--- src/rtl/oam_dma_engine.sv ---
// OAM DMA engine: copies NUM_BYTES bytes from page {src,8'h00} to DEST_BASE
// through memoryunit's CPU-side address/OE/WE port. Sources at or above 0xE0xx
// are folded down by 0x2000 (echo RAM).
//
// Ports:
//   clk          system clock, rising edge
//   rst          asynchronous active-low reset
//   dma_start    one-cycle pulse for a CPU write to 0xFF46; restarts if active
//   dma_src      source high byte, sampled with dma_start
//   mem_rdata    read data from memoryunit (valid the cycle after the address)
//   mem_address  registered address to memoryunit
//   mem_oe       registered read enable
//   mem_we       registered write enable
//   mem_wdata    registered write data
//   busy         DMA owns the bus
//   done         one-cycle pulse after the final byte is written
module oam_dma_engine #(
    parameter int unsigned NUM_BYTES   = 160,
    parameter int unsigned BYTE_CYCLES = 4,
    parameter logic [15:0] DEST_BASE   = 16'hFE00
) (
    input  logic        clk,
    input  logic        rst,
    input  logic        dma_start,
    input  logic [7:0]  dma_src,
    input  logic [7:0]  mem_rdata,
    output logic [15:0] mem_address,
    output logic        mem_oe,
    output logic        mem_we,
    output logic [7:0]  mem_wdata,
    output logic        busy,
    output logic        done
);

    localparam int unsigned PhW = $clog2(BYTE_CYCLES);
    localparam logic [7:0] LastIdx = 8'(NUM_BYTES - 1);
    localparam logic [PhW-1:0] LastPhase = PhW'(BYTE_CYCLES - 1);

    typedef enum logic {StIdle, StXfer} state_e;

    state_e         state_q, state_d;
    logic [7:0]     idx_q, idx_d;
    logic [PhW-1:0] phase_q, phase_d;
    logic [7:0]     src_q, src_d;
    logic [7:0]     buf_q, buf_d;
    logic [15:0]    addr_q, addr_d;
    logic           oe_q, oe_d;
    logic           we_q, we_d;
    logic [7:0]     wdata_q, wdata_d;
    logic           busy_q, busy_d;
    logic           done_q, done_d;
    logic [7:0]     src_fold;

    // Echo RAM 0xE000-0xFFFF mirrors 0xC000-0xDFFF.
    assign src_fold = (dma_src >= 8'hE0) ? dma_src - 8'h20 : dma_src;

    always_comb begin
        state_d = state_q;
        idx_d   = idx_q;
        phase_d = phase_q;
        src_d   = src_q;
        buf_d   = buf_q;
        busy_d  = busy_q;
        done_d  = 1'b0;

        // Read data is valid during phase 1; latch it on the edge leaving phase 1.
        if (state_q == StXfer && phase_q == PhW'(1)) begin
            buf_d = mem_rdata;
        end

        if (dma_start) begin
            // Start or restart always wins, including over a final-byte completion.
            state_d = StXfer;
            src_d   = src_fold;
            idx_d   = 8'h00;
            phase_d = '0;
            busy_d  = 1'b1;
        end else if (state_q == StXfer) begin
            if (phase_q == LastPhase) begin
                phase_d = '0;
                if (idx_q == LastIdx) begin
                    state_d = StIdle;
                    busy_d  = 1'b0;
                    done_d  = 1'b1;
                end else begin
                    idx_d = idx_q + 8'h01;
                end
            end else begin
                phase_d = phase_q + PhW'(1);
            end
        end

        // Outputs are registered for the phase being entered, so decode from next state.
        addr_d  = addr_q;
        wdata_d = wdata_q;
        oe_d    = 1'b0;
        we_d    = 1'b0;
        if (state_d == StXfer) begin
            case (phase_d)
                PhW'(0): begin
                    addr_d = {src_d, idx_d};
                    oe_d   = 1'b1;
                end
                PhW'(1): oe_d = 1'b1;
                PhW'(2): addr_d = DEST_BASE + {8'h00, idx_d};
                PhW'(3): begin
                    we_d    = 1'b1;
                    wdata_d = buf_q;
                end
                default: ;
            endcase
        end
    end

    always_ff @(posedge clk or negedge rst) begin
        if (!rst) begin
            state_q <= StIdle;
            idx_q   <= 8'h00;
            phase_q <= '0;
            src_q   <= 8'h00;
            buf_q   <= 8'h00;
            addr_q  <= 16'h0000;
            oe_q    <= 1'b0;
            we_q    <= 1'b0;
            wdata_q <= 8'h00;
            busy_q  <= 1'b0;
            done_q  <= 1'b0;
        end else begin
            state_q <= state_d;
            idx_q   <= idx_d;
            phase_q <= phase_d;
            src_q   <= src_d;
            buf_q   <= buf_d;
            addr_q  <= addr_d;
            oe_q    <= oe_d;
            we_q    <= we_d;
            wdata_q <= wdata_d;
            busy_q  <= busy_d;
            done_q  <= done_d;
        end
    end

    assign mem_address = addr_q;
    assign mem_oe      = oe_q;
    assign mem_we      = we_q;
    assign mem_wdata   = wdata_q;
    assign busy        = busy_q;
    assign done        = done_q;

endmodule

--- config.mk ---
export PLATFORM = sky130hd
export DESIGN_NAME = oam_dma_engine
export DESIGN_NICKNAME = d
export VERILOG_FILES = /design/src/rtl/oam_dma_engine.sv
export SDC_FILE = /design/constraint.sdc
export NUM_CORES = 1
export LEC_CHECK = 0
export CAP_MARGIN = 20
export CORE_MARGIN = 5
export CORE_UTILIZATION = 45
export DETAILED_ROUTE_END_ITERATION = 12
export MAX_ROUTING_LAYER = met4
export PLACE_DENSITY = 0.85
export SLEW_MARGIN = 20
export SYNTH_ARGS = -nofsm -noshare
export SYNTH_HDL_FRONTEND = slang
export SYNTH_SLANG_ARGS = --single-unit
export TNS_END_PERCENT = 5
--- constraint.sdc ---
create_clock -name clk -period 1.98 [get_ports clk]
set_clock_uncertainty 0.2 [all_clocks]
set_input_delay 0.594 -clock clk [delete_from_list [all_inputs] [get_ports clk]]
set_output_delay 0.594 -clock clk [all_outputs]
set_load 0.005 [all_outputs]
==> impl_metrics.csv <==
group,metric,value,unit
outcome,run_status,"finished with violations",
outcome,violations,"negative setup slack",
route,drt-pass1-iter-count,4,
route,drt_iter0_markers,72,
finish,finalNonFillerCells,341,
yosys,async_flop_share,1.000,
die,core,0.005140,mm2
yosys,synth_mux_area_frac,0.1252,
global_route,grt_usage,0.1620,
yosys,ys_seq_area_frac,0.5714,
setup_path,crit_fanout,9,
die,num_rows,26,
min_path,worstHoldPathType,"input port to asynchronous set/reset pin",
finish,n_fill_cell,401,
placement,placed_area,0.003179,mm2
yosys,ys_top_cells_by_area,"dfrtp_1 57%, mux2_2 6.1%, mux2_4 5.6%",
sta,fin_crit,2.033,ns
finish,syn_to_final_growth,40.21,%
global_route,grt_use_met3,0.03564,
clocking,insertion_delay,0.31,ns
finish,nets,293,
sta,tns,-0.3186,ns
setup_path,path_class,"flip-flop to flip-flop",
sta,worst_pin_slew,0.4375,ns
route,drc,0,
yosys,synthXorXnorAreaFrac,0.01818,
yosys,synth_top_area_cell,"dfrtp_1",
finish,diodes,0,
yosys,ys_ff_latch,55,
die,ios,47,
sta,fmax,491.9,MHz
clocking,cts_made_buffers,5,
yosys,synth-compound-area-share,0.1008,
route,drt_wl_total,5533,um
power_and_ir_drop,p_leak,1.591,nW
sta,hold_viol_final,0,
yosys,synth_nets,216,
sta,rsz0062_at_grt,"true",
die,die_area,0.006916,mm2
placement,dp_cells,332,
sta,worst_slack,-0.05274,ns
clocking,cts_tree,"yes",
yosys,ys_warn_count,0,
global_route,met2_usage,0.2624,
setup_path,arrival,2.03,ns
placement,gp_congestion,0.8810,
yosys,synth-edff-count,0,
clocking,clk_pin_slew,0.10,ns
yosys,synth_top_family_by_area,"simple AND/OR/NAND/NOR gates",
sta,setup_viol,8,
finish,layout-drive-gt1-share,0.2952,
route,post_drt_wl_per_cell,16.23,um
route,num_vias,1751,
clocking,cts_hold_repair.buffers,0,
global_route,met1_usage,0.2079,
global_route,grt_pass1_vias,1859,
die,start_util,0.4686,
run,maxCapViolCount,0,
die,die_w,83.16,um
sta,period_share,1.027,
power_and_ir_drop,power_density,803.7,mW/mm2
setup_path,crit_required,1.98,ns
power_and_ir_drop,vdd_drop_max,0.3819,mV
route,final_antenna_net_count,0,
global_route,grt_overflow_total,0,
yosys,synth-simple-area-share,0.1288,
clocking,clockBufferDepth,2,
power_and_ir_drop,power,2.714,mW
sta,timing.final.max_slew_violations,0,
yosys,yosys.area.top_type_share,0.5714,
global_route,grt_busiest_layer,"met2",
yosys,synth.cell_area,0.002409,mm2
yosys,synth_top_flop_cell,"dfrtp_1",
global_route,grt_pass1_wl,8976,um
clocking,htree_num_levels,2,
finish,final_area,0.003377,mm2
clocking,clkSinkCount,55,
clocking,clockRootBuffer,"clkbuf_8",
yosys,synthCells,193,
global_route,grt_antenna_before_repair,0,
global_route,grt_max_degree,21,
yosys,synth_adder_area_share,0.02078,
die,die_height,83.16,um
yosys,syn_area_per_cell,12.48,um2
placement,hpwlAfterDp,3916,um
route,viasPerCell,5.135,
setup_path,crit_path_start_kind,"flip-flop",
yosys,synth_cell_types,43,
placement,portBuffers,46,
setup_path,end_kind,"flip-flop",
sta,slew_headroom,0.7083,
==> worst paths after layout <==
path	end	depth (start not counted)	slack [ns]	startpoint
setup / recovery	mem_wdata[1]$_DFFE_PN0P_	7	-0.05	phase_q[1]$_DFF_PN0_
hold / removal	buf_q[5]$_DFFE_PN0P_	1	0.02	rst
setup reg to reg	mem_wdata[1]$_DFFE_PN0P_	7	-0.05	phase_q[1]$_DFF_PN0_
hold reg to reg	src_q[7]$_DFF_PN0_	2	0.30	src_q[7]$_DFF_PN0_
max in group asynchronous	busy$_DFFE_PN0P_	2	1.06	rst
min in group clk	src_q[7]$_DFF_PN0_	2	0.30	src_q[7]$_DFF_PN0_
==> metrics by stage <==
stage,hold slack [ns],utilization,setup WS [ns]
global placement,0.2602,0.6185,-0.2321
detailed placement,0.2608,0.6185,-0.3006
finish,0.01509,0.6570,-0.05274
CTS,0.02334,0.6351,0.0006446
global route,0.03857,0.6570,-0.1129
floorplan,0.09841,-,0.002819
==> critical path, cell delays in order (launching register included) <==
cell and delay (ns):
dfrtp_1 0.38, inv_1 0.06, ha_1 0.32, nor2b_2 0.18
nand4b_1 0.16, a21oi_4 0.17, buf_12 0.15, mux2_4 0.31
==> cell families after synthesis <==
group,Yosys count
multiplexers,24
AO/OA/AOI/OAI,29
XOR/XNOR,5
AND/OR/NAND/NOR,58
flip-flops,55
buffers and inverters,18
adder cells (fa/ha/maj),4
==> power breakdown <==
| part | switching, mW | internal, mW |
|---|---|---|
| clock network | 0.352 | 0.287 |
| registers | 0.101 | 1.30 |
| logic | 0.248 | 0.423 |
| total | 0.701 | 2.01 |
==> layout by cell type, fill, tap and decap left out, types with 4 or more instances in the layout <==
cell type,n
or3_1,4
nor2_1,11
buf_4,30
clkbuf_8,6
dfrtp_1,55
clkdlybuf4s50_1,21
dlygate4sd2_1,13
mux2_2,13
inv_1,8
xnor2_1,4
nand2_1,12
nor3_1,6
nand3_1,7
a21oi_1,4
o31a_1,5
dlymetal6s2s_1,11
mux2_4,9
==> final cells by class <==
cell class,count,area (um2),area share
flip-flops and latches,55,1376,0.4076
multi-input cells,120,1032,0.3057
repair buffers,79,752.0,0.2227
well taps,70,87.58,0.02594
clock buffers,7,86.33,0.02557
inverters,9,33.78,0.01000
clock inverters,1,8.758,0.002594
==> metal layers <==
layer  wire length, um  vias to the layer above
li1                  -                      844
met1              2412                      861
met4                74                        0
met2              2874                       40
met3               172                        6
met5                 0                        -
==> cells in the mapped netlist (5+ instances only) <==
cell type and number:
nand2_1 12, o31a_1 5, nor3_1 8, nor2_1 11
nand3_1 8, mux2_4 9, mux2_2 13, inv_1 8
dfrtp_1 55
==> sequential cells by signal, indices dropped and copies added, names as in the netlist, 2 cells and up <==
name and flops:
buf_q 8, idx_q 8, mem_address 16, mem_wdata 8, phase_q 2, src_q 8
==> what timing repair did <==
action / 4_1_cts / 5_1_grt
pin swaps: 0 / 3
setup endpoints to repair: 27 / 35
buffers inserted: 0 / 1
resized for setup: 14 / 23
(Power assumes the default switching activity.)
